--- config.mk ---
export PLATFORM = sky130hd
export DESIGN_NAME = bcd_serial_adder
export DESIGN_NICKNAME = d
export VERILOG_FILES = /design/src/rtl/bcd_pkg.sv /design/src/rtl/bcd_digit_add.sv /design/src/rtl/bcd_serial_adder.sv
export SDC_FILE = /design/constraint.sdc
export NUM_CORES = 1
export LEC_CHECK = 0
export ABC_AREA = 1
export CAP_MARGIN = 25
export CORE_MARGIN = 3
export CORE_UTILIZATION = 46
export CTS_CLUSTER_SIZE = 10
export DETAILED_ROUTE_END_ITERATION = 12
export GPL_TIMING_DRIVEN = 1
export PLACE_DENSITY = 0.73
export SLEW_MARGIN = 40
export SYNTH_ARGS = -nofsm -noshare
export SYNTH_HDL_FRONTEND = slang
export SYNTH_SLANG_ARGS = --single-unit
--- constraint.sdc ---
create_clock -name clk -period 2.9 [get_ports clk]
set_clock_uncertainty 0.05 [all_clocks]
set_input_delay 0.435 -clock clk [delete_from_list [all_inputs] [get_ports clk]]
set_output_delay 0.435 -clock clk [all_outputs]
set_load 0.005 [all_outputs]
--- src/rtl/bcd_pkg.sv ---
// Shared constants and state type for the digit-serial BCD adder.
package bcd_pkg;

   localparam int unsigned BCD_DIGIT_W   = 4;
   localparam logic [3:0]  BCD_MAX_DIGIT = 4'd9;
   localparam logic [3:0]  BCD_ADJUST    = 4'd6;

   typedef enum logic [1:0] {
      IDLE = 2'd0,
      ADD  = 2'd1,
      DONE = 2'd2
   } bcd_state_e;

endpackage

--- src/rtl/bcd_digit_add.sv ---
// One-digit BCD add with decimal adjust: d = (a+b+ci) mod 10, co = (a+b+ci) > 9.
module bcd_digit_add
   import bcd_pkg::*;
(
   input  logic [BCD_DIGIT_W-1:0] a,
   input  logic [BCD_DIGIT_W-1:0] b,
   input  logic                   ci,
   output logic [BCD_DIGIT_W-1:0] d,
   output logic                   co
);

   logic [BCD_DIGIT_W:0] s;

   // Binary sum, then +6 correction whenever it leaves the decimal range.
   always_comb begin
      s  = (BCD_DIGIT_W+1)'(a) + (BCD_DIGIT_W+1)'(b) + (BCD_DIGIT_W+1)'(ci);
      co = (s > (BCD_DIGIT_W+1)'(BCD_MAX_DIGIT));
      d  = co ? (s[BCD_DIGIT_W-1:0] + BCD_ADJUST) : s[BCD_DIGIT_W-1:0];
   end

endmodule

--- src/rtl/bcd_serial_adder.sv ---
// Digit-serial BCD adder, LSD first, one digit per clock, valid/ready on both sides.
// Optional input-digit check enabled by defining BCD_ADD_INVALID_CHK_EN.
module bcd_serial_adder
   import bcd_pkg::*;
#(
   parameter int unsigned DIGITS = 3
) (
   input  logic                          clk,
   input  logic                          rst_n,
   input  logic [BCD_DIGIT_W*DIGITS-1:0] A,
   input  logic [BCD_DIGIT_W*DIGITS-1:0] B,
   input  logic                          in_valid,
   output logic                          in_ready,
   output logic [BCD_DIGIT_W*DIGITS-1:0] Y,
   output logic                          cout,
   output logic                          out_valid,
   input  logic                          out_ready
`ifdef BCD_ADD_INVALID_CHK_EN
   ,
   output logic                          invalid
`endif
);

   localparam int unsigned W     = BCD_DIGIT_W * DIGITS;
   localparam int unsigned IDX_W = (DIGITS > 1) ? $clog2(DIGITS) : 1;
   localparam logic [IDX_W-1:0] IDX_LAST = IDX_W'(DIGITS - 1);

   bcd_state_e             state;
   logic [W-1:0]           a_q;
   logic [W-1:0]           b_q;
   logic [IDX_W-1:0]       idx;
   logic                   carry;
   logic [BCD_DIGIT_W-1:0] a_dig_c;
   logic [BCD_DIGIT_W-1:0] b_dig_c;
   logic [BCD_DIGIT_W-1:0] sum_dig_c;
   logic                   co_c;

   assign a_dig_c = a_q[BCD_DIGIT_W*idx +: BCD_DIGIT_W];
   assign b_dig_c = b_q[BCD_DIGIT_W*idx +: BCD_DIGIT_W];

   bcd_digit_add u_digit (
      .a  (a_dig_c),
      .b  (b_dig_c),
      .ci (carry),
      .d  (sum_dig_c),
      .co (co_c)
   );

`ifdef BCD_ADD_INVALID_CHK_EN
   logic bad_c;

   // Flag any operand digit outside 0..9 at the point of acceptance.
   always_comb begin
      bad_c = 1'b0;
      for (int i = 0; i < int'(DIGITS); i++) begin
         if ((A[BCD_DIGIT_W*i +: BCD_DIGIT_W] > BCD_MAX_DIGIT) ||
             (B[BCD_DIGIT_W*i +: BCD_DIGIT_W] > BCD_MAX_DIGIT))
            bad_c = 1'b1;
      end
   end
`endif

   // Sequencer: accept operands, ripple one digit per cycle, hold result until taken.
   always_ff @(posedge clk) begin
      if (!rst_n) begin
         state     <= IDLE;
         a_q       <= '0;
         b_q       <= '0;
         idx       <= '0;
         carry     <= 1'b0;
         Y         <= '0;
         cout      <= 1'b0;
         out_valid <= 1'b0;
         in_ready  <= 1'b1;
`ifdef BCD_ADD_INVALID_CHK_EN
         invalid   <= 1'b0;
`endif
      end else begin
         case (state)
            IDLE: begin
               if (in_valid) begin
                  a_q      <= A;
                  b_q      <= B;
                  Y        <= '0;
                  cout     <= 1'b0;
                  carry    <= 1'b0;
                  idx      <= '0;
                  in_ready <= 1'b0;
                  state    <= ADD;
`ifdef BCD_ADD_INVALID_CHK_EN
                  invalid  <= bad_c;
`endif
               end
            end
            ADD: begin
               Y[BCD_DIGIT_W*idx +: BCD_DIGIT_W] <= sum_dig_c;
               carry <= co_c;
               if (idx == IDX_LAST) begin
                  cout      <= co_c;
                  out_valid <= 1'b1;
                  state     <= DONE;
               end else begin
                  idx <= idx + IDX_W'(1);
               end
            end
            DONE: begin
               if (out_ready) begin
                  out_valid <= 1'b0;
                  in_ready  <= 1'b1;
                  state     <= IDLE;
`ifdef BCD_ADD_INVALID_CHK_EN
                  invalid   <= 1'b0;
`endif
               end
            end
            default: begin
               state     <= IDLE;
               out_valid <= 1'b0;
               in_ready  <= 1'b1;
            end
         endcase
      end
   end

endmodule

# [After elaboration in Yosys (flattened, before gate mapping)]
# Index checks and enable logic that the tools add are counted.
[word_totals] elab_cells=57 output_inout_bits=15 in_bits=28 regBits=44
[op_classes] shift=4 n_eq_ne=7 n_reduce_logical=9 muxes=20 add_sub_neg=5 n_bitwise=2 magnitude_cmp=1
[op_table] cell="4-bit negator with 34-bit output" n=1
[op_table] cell="4-bit by 34-bit variable shift with 12-bit output, first input constant" n=1
[op_table] cell="4-bit by 34-bit variable part select with 12-bit output" n=1
[op_table] cell="12-bit one-hot mux with 2 select lines" n=1
[op_table] cell="12-bit by 5-bit variable part select with 4-bit output" n=2
[op_table] cell="3-bit AND reduction" n=5
[op_table] cell="12-bit bitwise mux" n=1
[op_table] cell="12-bit two-way mux" n=1
[op_table] cell="2-bit two-way mux" n=5
[op_table] cell="2-bit inequality test, second input constant" n=4
[op_table] cell="1-bit one-hot mux with 3 select lines" n=2
[op_table] cell="2-bit one-hot mux with 3 select lines" n=1
[op_table] cell="4-bit by 4-bit adder with 5-bit output" n=1
[op_table] cell="5-bit by 1-bit adder with 5-bit output" n=1
[op_table] cell="5-bit by 4-bit > comparator with 1-bit output, second input constant" n=1
[op_table] cell="1-bit two-way mux" n=5
[op_table] cell="4-bit by 3-bit adder with 4-bit output, second input constant" n=1
[op_table] cell="2-bit equality test, second input constant" n=2
[op_table] cell="4-bit two-way mux" n=1
[op_table] cell="1-bit one-hot mux with 2 select lines" n=2
[op_table] cell="2-bit one-hot mux with 2 select lines" n=1
[op_table] cell="2-bit AND reduction" n=2
[op_table] cell="2-bit by 1-bit adder with 2-bit output, second input constant" n=1
[op_table] cell="2-bit by 1-bit equality test with 1-bit output, second input constant" n=1
[op_table] cell="3 further kinds" n=4

# [Longest topological paths before layout]
# Gate-level depths: netlist (run 1).
[depth] depth_word=8 mapped_depth=19 mapped_depth_nobuf=17

# [Hierarchy]
# Synthesis (run 1) repeated with hierarchy kept, for this count alone.
[unflattened] hier_cells=327 hier_area_um2=2279.7
[modules_own_cells] module="bcd_serial_adder" cells_per_inst=282 instances=1 seq_area_each_um2=880.8 area_each_um2=1980.6
[modules_own_cells] module="bcd_digit_add" cells_per_inst=45 instances=1 seq_area_each_um2=0.0 area_each_um2=299.0

# [Least setup slack after synthesis (run 1)]
# OpenSTA, ideal clock, no wires.
[synth_path] path_kind="register to register" startpoint="reg idx[1]" endpoint="reg Y[5]" t_required_ns=2.718 path_stages_with_launch=17 period_less_slack_ns=2.849 n_path_buf=1 setup_ns=0.132 arrival_ns=2.667 slack_ns=0.051 cell_sequence="dfxtp_1 -> buf_2 -> clkinv_1 -> o21ai_0 -> o21ai_0 -> fa_1 -> fa_1 -> inv_1 -> ha_1 -> inv_1 -> nor2_1 -> a21oi_2 -> nand2_2 -> nand2_2 -> nand2_1 -> nand4_1 -> a21oi_1"
[synth_between] elab_chain_len=8 elab_cells_between_ends=12 classes_between="add/sub: 4; order compare: 1; shift: 4; mux: 3"
[synth_rtl] element="start: declaration" line_no="bcd_serial_adder.sv:31" text="logic [IDX_W-1:0] idx;"
[synth_rtl] element="start signal: assignment" line_no="bcd_serial_adder.sv:103" text="idx <= idx + IDX_W'(1);"
[synth_rtl] element="12-bit by 5-bit variable part select with 4-bit output, on equally long branches" line_no="bcd_serial_adder.sv:38, bcd_serial_adder.sv:39"
[synth_rtl] element="4-bit by 4-bit adder with 5-bit output" line_no="bcd_digit_add.sv:16" text="s = (BCD_DIGIT_W+1)'(a) + (BCD_DIGIT_W+1)'(b) + (BCD_DIGIT_W+1)'(ci);"
[synth_rtl] element="5-bit by 1-bit adder with 5-bit output" line_no="bcd_digit_add.sv:16"
[synth_rtl] element="4-bit by 3-bit adder with 4-bit output or 5-bit by 4-bit > comparator with 1-bit output (tied branches)" line_no="bcd_digit_add.sv:18, bcd_digit_add.sv:17"
[synth_rtl] element="4-bit two-way mux" line_no="bcd_digit_add.sv:18" text="d = co ? (s[BCD_DIGIT_W-1:0] + BCD_ADJUST) : s[BCD_DIGIT_W-1:0];"
[synth_rtl] element="4-bit by 34-bit variable part select with 12-bit output" line_no="bcd_serial_adder.sv:96" text="Y[BCD_DIGIT_W*idx +: BCD_DIGIT_W] <= sum_dig_c;"
[synth_rtl] element="12-bit bitwise mux *" line_no="bcd_serial_adder.sv:96"
[synth_rtl] element="12-bit one-hot mux with 2 select lines *" line_no="bcd_serial_adder.sv:79" text="case (state)"
[synth_rtl] element="end signal: indexed assignment" line_no="bcd_serial_adder.sv:96"
[synth_rtl] element="end: declaration" line_no="bcd_serial_adder.sv:14" text="output logic [BCD_DIGIT_W*DIGITS-1:0] Y,"
# Every way passes the cells marked *; elsewhere a longest branch is shown, timed or not.
# A chain may end at the register's enable or synchronous reset.

# [Worst setup path in the final report (run 1)]
# Ends and elaborated chain as after synthesis.

==> metrics.csv, run 1 <==
stage,metric,value,unit
status,status,completed,
clock_network,cts repair resizes,0,
floorplan,Initial Utilization,48.3,%
synthesis,Syn. warnings,0,
synthesis,sequential-to-total area share from yosys stat,41.0,%
timing,final slew viol count,0,
synthesis,Synth Register Bits,44,
clock_network,CTS Buf Count,5,
global_routing,vias in the first global route,1784,
synthesis,post-synthesis adder-cell area fraction,6.53,%
power_and_ir_drop,switching share of power,36.1,%
worst_setup_path,Worst Path Max Fanout,4,
power_and_ir_drop,Max IR drop VDD,0.350,mV
detailed_routing,DRC errors left,0,
clock_network,cts hold-fix bufs,0,
power_and_ir_drop,Int Power,1.10,mW
timing,fmax,0.364,GHz
power_and_ir_drop,switching pwr,620,uW
worst_setup_path,kind of critical path,flop to flop,
worst_setup_path,RR Endpoint,Y[5],
detailed_routing,WL final,4570,um
synthesis,"Distinct cells, synth",27,
timing,Final min period,2740,ps
clock_network,H-tree depth,2,
cells_and_area,n_diodes,0,
timing,post-route setup slack,156,ps
synthesis,ys flop type,dfxtp_1,
worst_setup_path,Setup crit end,Y[5],
worst_setup_path,Setup crit end kind,flop,
cells_and_area,fin area,0.00275,mm2
synthesis,mux cell area share after synthesis,0,%
worst_setup_path,crit path DAT,2850,ps
power_and_ir_drop,LEAKAGE,1.11,nW
placement,DP Worst Slack,60.8,ps
cells_and_area,Fillers,399,
timing,worst rel slew slack,55.8,%
power_and_ir_drop,Sequential Power Share,40.0,%
floorplan,IO Count,43,
clock_network,Setup Buffers After CTS,0,
worst_setup_path,critical path data required time,3010,ps
cells_and_area,final net count,374,
timing,Slew @ Worst Pin,662,ps
floorplan,Die H,74.3,um
flow_run,Max-Cap Viols,0,
floorplan,Core ar.,0.00444,mm2
worst_setup_path,Critical Path Source,idx[1],
clock_network,Root Driver,clkbuf_8,
worst_setup_path,FF-to-FF Start,idx[1],
clock_network,worst skew pair latency,290,ps
floorplan,FP Rows,24,
power_and_ir_drop,clock share of power,22.6,%
cells_and_area,area of the multi-input gates,0.00112,mm2
detailed_routing,First DRT Iteration DRCs,65,
power_and_ir_drop,combinational fraction of design power,37.4,%
cells_and_area,post-layout util,61.8,%
timing,Hold Fails Final Rpt,0,
synthesis,Compound-Gate Fraction of Synth Area,18.1,%
timing,Setup-failing EPs final,0,
clock_network,Clock Path Buffers,2,
synthesis,"FFs w/ async S/R, synth",0,%
placement,DPL Wire Length,3590,um
synthesis,main combinational cell family by area after synthesis,simple AND/OR/NAND/NOR gates,
placement,RePlAce Congestion,0.843,
synthesis,Post-synth EDFFs,0,
placement,Placed Area,0.00264,mm2
synthesis,syn avg cell area,7.40,um2
clock_network,CTS tree,built,
detailed_routing,post-DR wirelength/cell,11.7,um
global_routing,largest net degree at the start of global routing,29,
synthesis,Cells after Synth,290,
detailed_routing,via count,1997,
clock_network,CTS sink count,44,
cells_and_area,register area,886,um2
timing,Tcrit/Tclk final,94.6,%
timing,WHS,397,ps
synthesis,xor and xnor area share after synthesis,0,%
timing,RSZ-0062 raised after global routing,true,
synthesis,simple-gate portion of the synthesized area,27.1,%
worst_setup_path,Reg2Reg Depth,15,
worst_setup_path,Worst setup SP type,flop,
cells_and_area,share of cells above drive strength 1,10.7,%
placement,Port-buffer cells,42,
worst_hold_path,Tightest Hold Check Type,flop to flop,
synthesis,Netlist Area Pre-Place,0.00215,mm2
global_routing,gr ovfl total,0,
detailed_routing,DR vias/cell,5.13,
worst_setup_path,r2r setup slk,160,ps
floorplan,full die area,0.00552,mm2
synthesis,Synthesized Nets,328,
power_and_ir_drop,pwr/cell area,626,mW/mm2
global_routing,initial antenna violation count,0,
cells_and_area,Layout area overhead,28.0,%
global_routing,first-pass GRT wire length,7540,um
detailed_routing,DRT Pass-1 Iters,4,
global_routing,GR Util All Layers,17.5,%
floorplan,Die Wd,74.3,um
detailed_routing,DRT antenna net count,0,
clock_network,"Reg clk slew, reported paths",80,ps
[worst min-delay path by stage]
stage	startpoint	end	slack, ps	cells past startpoint
2_1_floorplan	a_q[2]	a_q[2]	380	2
3_3_place_gp	out_valid	out_valid	390	2
3_5_place_dp	out_valid	out_valid	390	2
4_1_cts	out_valid	out_valid	400	2
5_1_grt	out_valid	out_valid	410	2
6_report	out_valid	out_valid	400	2
[critical path: stages, from the launching register on]
cell and delay, ps:
dfxtp_2 340, buf_4 140, nand3_1 70, o21ai_1 100
fa_2 430, fa_2 560, inv_1 60, ha_1 190
inv_1 80, nor2_1 50, a21oi_2 110, nand2_2 90
nand2_2 90, nand2_1 100, nand4_1 80, a21oi_1 70
[area by class of cell]
cell class | instances | area share [%]
inverter | 26 | 3.60
clock buffer | 8 | 3.28
tap | 52 | 2.37
sequential | 44 | 32.3
timing repair buffer | 51 | 17.8
multi-input combinational | 208 | 40.7
[state kept, by name, indices dropped and copies added, names as in the netlist]
register and cells:
Y 12, a_q 12, b_q 12, idx 2, state 2, carry 1, cout 1, in_ready 1
out_valid 1
[synth_stat cells, types with 4 or more instances]
library cell  count  share of area [%]
nand2_2           5                1.5
buf_2             4               0.93
o21ai_0          43                 10
ha_1              8                4.7
clkbuf_1          6                1.0
a21oi_1          22                5.1
nand3_1          20                4.7
nand2_1          30                5.2
dfxtp_1          44                 41
inv_1            22                3.8
nor2_1           57                 10
nand4_1           6                1.7
[power by group through the flow]
stage	combinational (mW)	sequential, mW	clock (mW)
final	0.644	0.687	0.388
after global routing	0.737	0.692	0.416
after CTS	0.627	0.686	0.397
after detailed placement	0.625	0.700	0
after global placement	0.616	0.698	0
after floorplan	0.457	0.692	0
[metrics by stage]
step | TNS, ps | power, mW | instances
after detailed placement | 0 | 1.32 | 381
after CTS | 0 | 1.71 | 389
final | 0 | 1.72 | 389
after global placement | 0 | 1.31 | 381
after global routing | -236 | 1.84 | 389
after floorplan | 0 | 1.15 | 290
[routing by layer]
metal / track usage, % / share of wire, % / wire length (um) / up-vias
met3: 3.78 / 3.7 / 170 / 7
li1: - / - / - / 1056
met2: 28.9 / 46 / 2100 / 34
met5: 0 / 0 / 0 / -
met4: 5.93 / 1.5 / 69 / 0
met1: 22.6 / 49 / 2230 / 900
[cells in the final DEF (no fill, tap or decap), types with 2 or more instances in the layout]
cell type	count
nor3_4	2
nor3_1	2
a21oi_1	22
clkbuf_8	6
clkbuf_1	2
nand2_2	5
o21ai_1	8
buf_4	9
clkdlybuf4s50_1	42
inv_1	22
nor2_1	57
o31ai_1	2
dfxtp_1	42
fa_2	2
inv_2	3
nand2_1	30
nand3_1	19
nand4_1	6
ha_1	8
o21ai_0	38
nand3_2	2
[cell families after synthesis]
group                    Yosys count
buffers and inverters             38
flip-flops                        44
adder cells (fa/ha/maj)           10
AO/OA/AOI/OAI                     73
AND/OR/NAND/NOR                  125
Power figures use the tool's default switching activity.
==> run 2: changes to the inputs <==
- CTS_CLUSTER_DIAMETER: not set -> 30
==> results of run 2 <==
No change in the layout: final DEF, timing and power equal those of run 1.
==> run 3: changes to the inputs <==
- PLACE_DENSITY: 0.73 -> not set
- PLACE_DENSITY_LB_ADDON: not set -> 0.08
- REMOVE_ABC_BUFFERS: not set -> 1
==> metrics.csv, run 3 (synthesis gave the netlist of run 1 again) <==
stage,metric,value,unit,change
power_and_ir_drop,Tot Pwr,1.82,mW,was 1.72 mW
power_and_ir_drop,combinational fraction of design power,40.5,%,was 37.4%
timing,Tcrit/Tclk final,95.2,%,was 94.6%
clock_network,Root Driver,clkbuf_8,,unchanged
worst_setup_path,kind of critical path,flop to flop,,unchanged
detailed_routing,DRT Pass-1 Iters,4,,unchanged
timing,final setup TNS,0,ps,unchanged
worst_setup_path,crit path DAT,2930,ps,was 2850 ps
worst_setup_path,Worst setup SP type,flop,,unchanged
floorplan,Die Wd,74.3,um,unchanged
worst_hold_path,Tightest Hold Check Type,flop to flop,,unchanged
clock_network,Clock Path Buffers,2,,unchanged
detailed_routing,via count,1991,,was 1997
placement,RePlAce Congestion,0.866,,was 0.843
power_and_ir_drop,Max IR drop VDD,0.291,mV,was 0.350 mV
floorplan,full die area,0.00552,mm2,unchanged
cells_and_area,final non-filler cell total,390,,was 389
power_and_ir_drop,Int Power,1.15,mW,was 1.10 mW
power_and_ir_drop,LEAKAGE,1.12,nW,was 1.11 nW
cells_and_area,Fillers,415,,was 399
cells_and_area,Largest regs,"Y (12), a_q (12), b_q (12)",,unchanged
floorplan,Initial Utilization,48.3,%,unchanged
power_and_ir_drop,switching pwr,670,uW,was 620 uW
global_routing,vias in the first global route,1858,,was 1784
worst_setup_path,Reg2Reg Depth,14,,was 15
floorplan,FP Rows,24,,unchanged
global_routing,initial antenna violation count,0,,unchanged
clock_network,H-tree depth,2,,unchanged
worst_setup_path,Critical Path Source,idx[0],,was idx[1]
clock_network,CTS sink count,44,,unchanged
cells_and_area,"commonest non-fill, non-tap cell in the layout",nor2_1,,unchanged
worst_hold_path,Hold Path Origin,in_ready,,was out_valid
worst_setup_path,Worst Path Max Fanout,10,,was 4
cells_and_area,most frequent cells in the layout,"55 x nor2_1, 42 x dfxtp_1, 42 x clkdlybuf4s50_1",,"was 57 x nor2_1, 42 x dfxtp_1, 42 x clkdlybuf4s50_1"
detailed_routing,WL final,4800,um,was 4570 um
detailed_routing,DR vias/cell,5.11,,was 5.13
placement,DPL Wire Length,3590,um,about the same
power_and_ir_drop,Sequential Power Share,37.8,%,was 40.0%
global_routing,gr ovfl total,0,,unchanged
cells_and_area,share of cells above drive strength 1,14.2,%,was 10.7%
global_routing,GR Util All Layers,19.1,%,was 17.5%
cells_and_area,post-layout util,62.9,%,was 61.8%
worst_setup_path,FF-to-FF Start,idx[0],,was idx[1]
worst_setup_path,Setup crit end kind,flop,,unchanged
timing,Final min period,2760,ps,was 2740 ps
global_routing,largest net degree at the start of global routing,26,,was 29
clock_network,CTS Buf Count,5,,unchanged
floorplan,Core ar.,0.00444,mm2,unchanged
flow_run,Max-Cap Viols,0,,unchanged
timing,Slew @ Worst Pin,658,ps,was 662 ps
clock_network,CTS tree,built,,unchanged
worst_setup_path,critical path data required time,3070,ps,was 3010 ps
cells_and_area,Layout area overhead,30.3,%,was 28.0%
timing,worst rel slew slack,56.1,%,was 55.8%
detailed_routing,post-DR wirelength/cell,12.3,um,was 11.7 um
clock_network,"Reg clk slew, reported paths",80,ps,about the same
power_and_ir_drop,pwr/cell area,649,mW/mm2,was 626 mW/mm2
detailed_routing,DRT antenna net count,0,,unchanged
power_and_ir_drop,switching share of power,36.9,%,was 36.1%
power_and_ir_drop,clock share of power,21.7,%,was 22.6%
status,status,completed,,unchanged
floorplan,Die H,74.3,um,unchanged
floorplan,IO Count,43,,unchanged
timing,Hold Fails Final Rpt,0,,unchanged
worst_hold_path,Hold Path Depth,2,,unchanged
timing,fmax,0.362,GHz,was 0.364 GHz
detailed_routing,First DRT Iteration DRCs,88,,was 65
global_routing,first-pass GRT wire length,8250,um,was 7540 um
timing,Setup-failing EPs final,0,,unchanged
timing,final slew viol count,0,,unchanged
cells_and_area,final net count,375,,was 374
placement,Inst Count DP,381,,unchanged
placement,Port-buffer cells,42,,unchanged
cells_and_area,n_diodes,0,,unchanged
clock_network,worst skew pair latency,290,ps,about the same
detailed_routing,DRC errors left,0,,unchanged
run 3: worst max-delay path: stages, from the launching register on:
cell	delay, ps
dfxtp_2	340
buf_6	140
o21ai_2	150
o21ai_2	90
fa_2	420
fa_2	600
inv_2	60
ha_4	160
inv_2	60
nor2_2	40
a21oi_2	100
nand2_2	100
nand3_1	140
nand4_1	110
a21oi_1	140
run 3: worst paths after layout:
kind              end  slack, ps
min reg2reg  in_ready        400
max reg2reg     Y[10]        140
min          in_ready        400
max             Y[10]        140
run 3: area by class of cell:
class / count / area [um2] / share of cell area (%)
multi-input combinational: 208 / 1160 / 41.5
sequential: 44 / 883 / 31.6
timing repair buffer: 52 / 499 / 17.9
inverter: 26 / 98.8 / 3.53
clock buffer: 8 / 90.1 / 3.22
tap: 52 / 65.1 / 2.33
run 3: power groups by stage:
stage,clock [mW],sequential (mW),combinational (mW)
2_1_floorplan,0,0.697,0.436
3_3_place_gp,0,0.698,0.625
3_5_place_dp,0,0.699,0.634
4_1_cts,0.406,0.686,0.639
5_1_grt,0.429,0.694,0.824
6_report,0.394,0.687,0.735
run 3: through the flow:
stage                     hold slack, ps  setup WS, ps  area (um2)
after floorplan                      379          24.6        2090
after global placement               389           121        2640
after detailed placement             393          2.09        2640
after CTS                            405          53.0        2740
after global routing                 439         -17.5        2800
final                                401           140        2800
run 3: metal layers:
layer	vias up	global-route usage, %	share of wire (%)	routed length (um)
met1	885	23.8	46	2210
met3	4	3.65	3.2	154
met2	39	33.1	50	2380
met4	0	6.52	1.1	51
li1	1063	-	-	-
met5	-	0	0	0
run 3: repair_timing:
action                     CTS  global route
pin swaps                    0             6
setup buffers                0             1
gates resized for setup      2            24
cloned                       0             0
hold buffers                 0             0
setup endpoints to repair    9            11
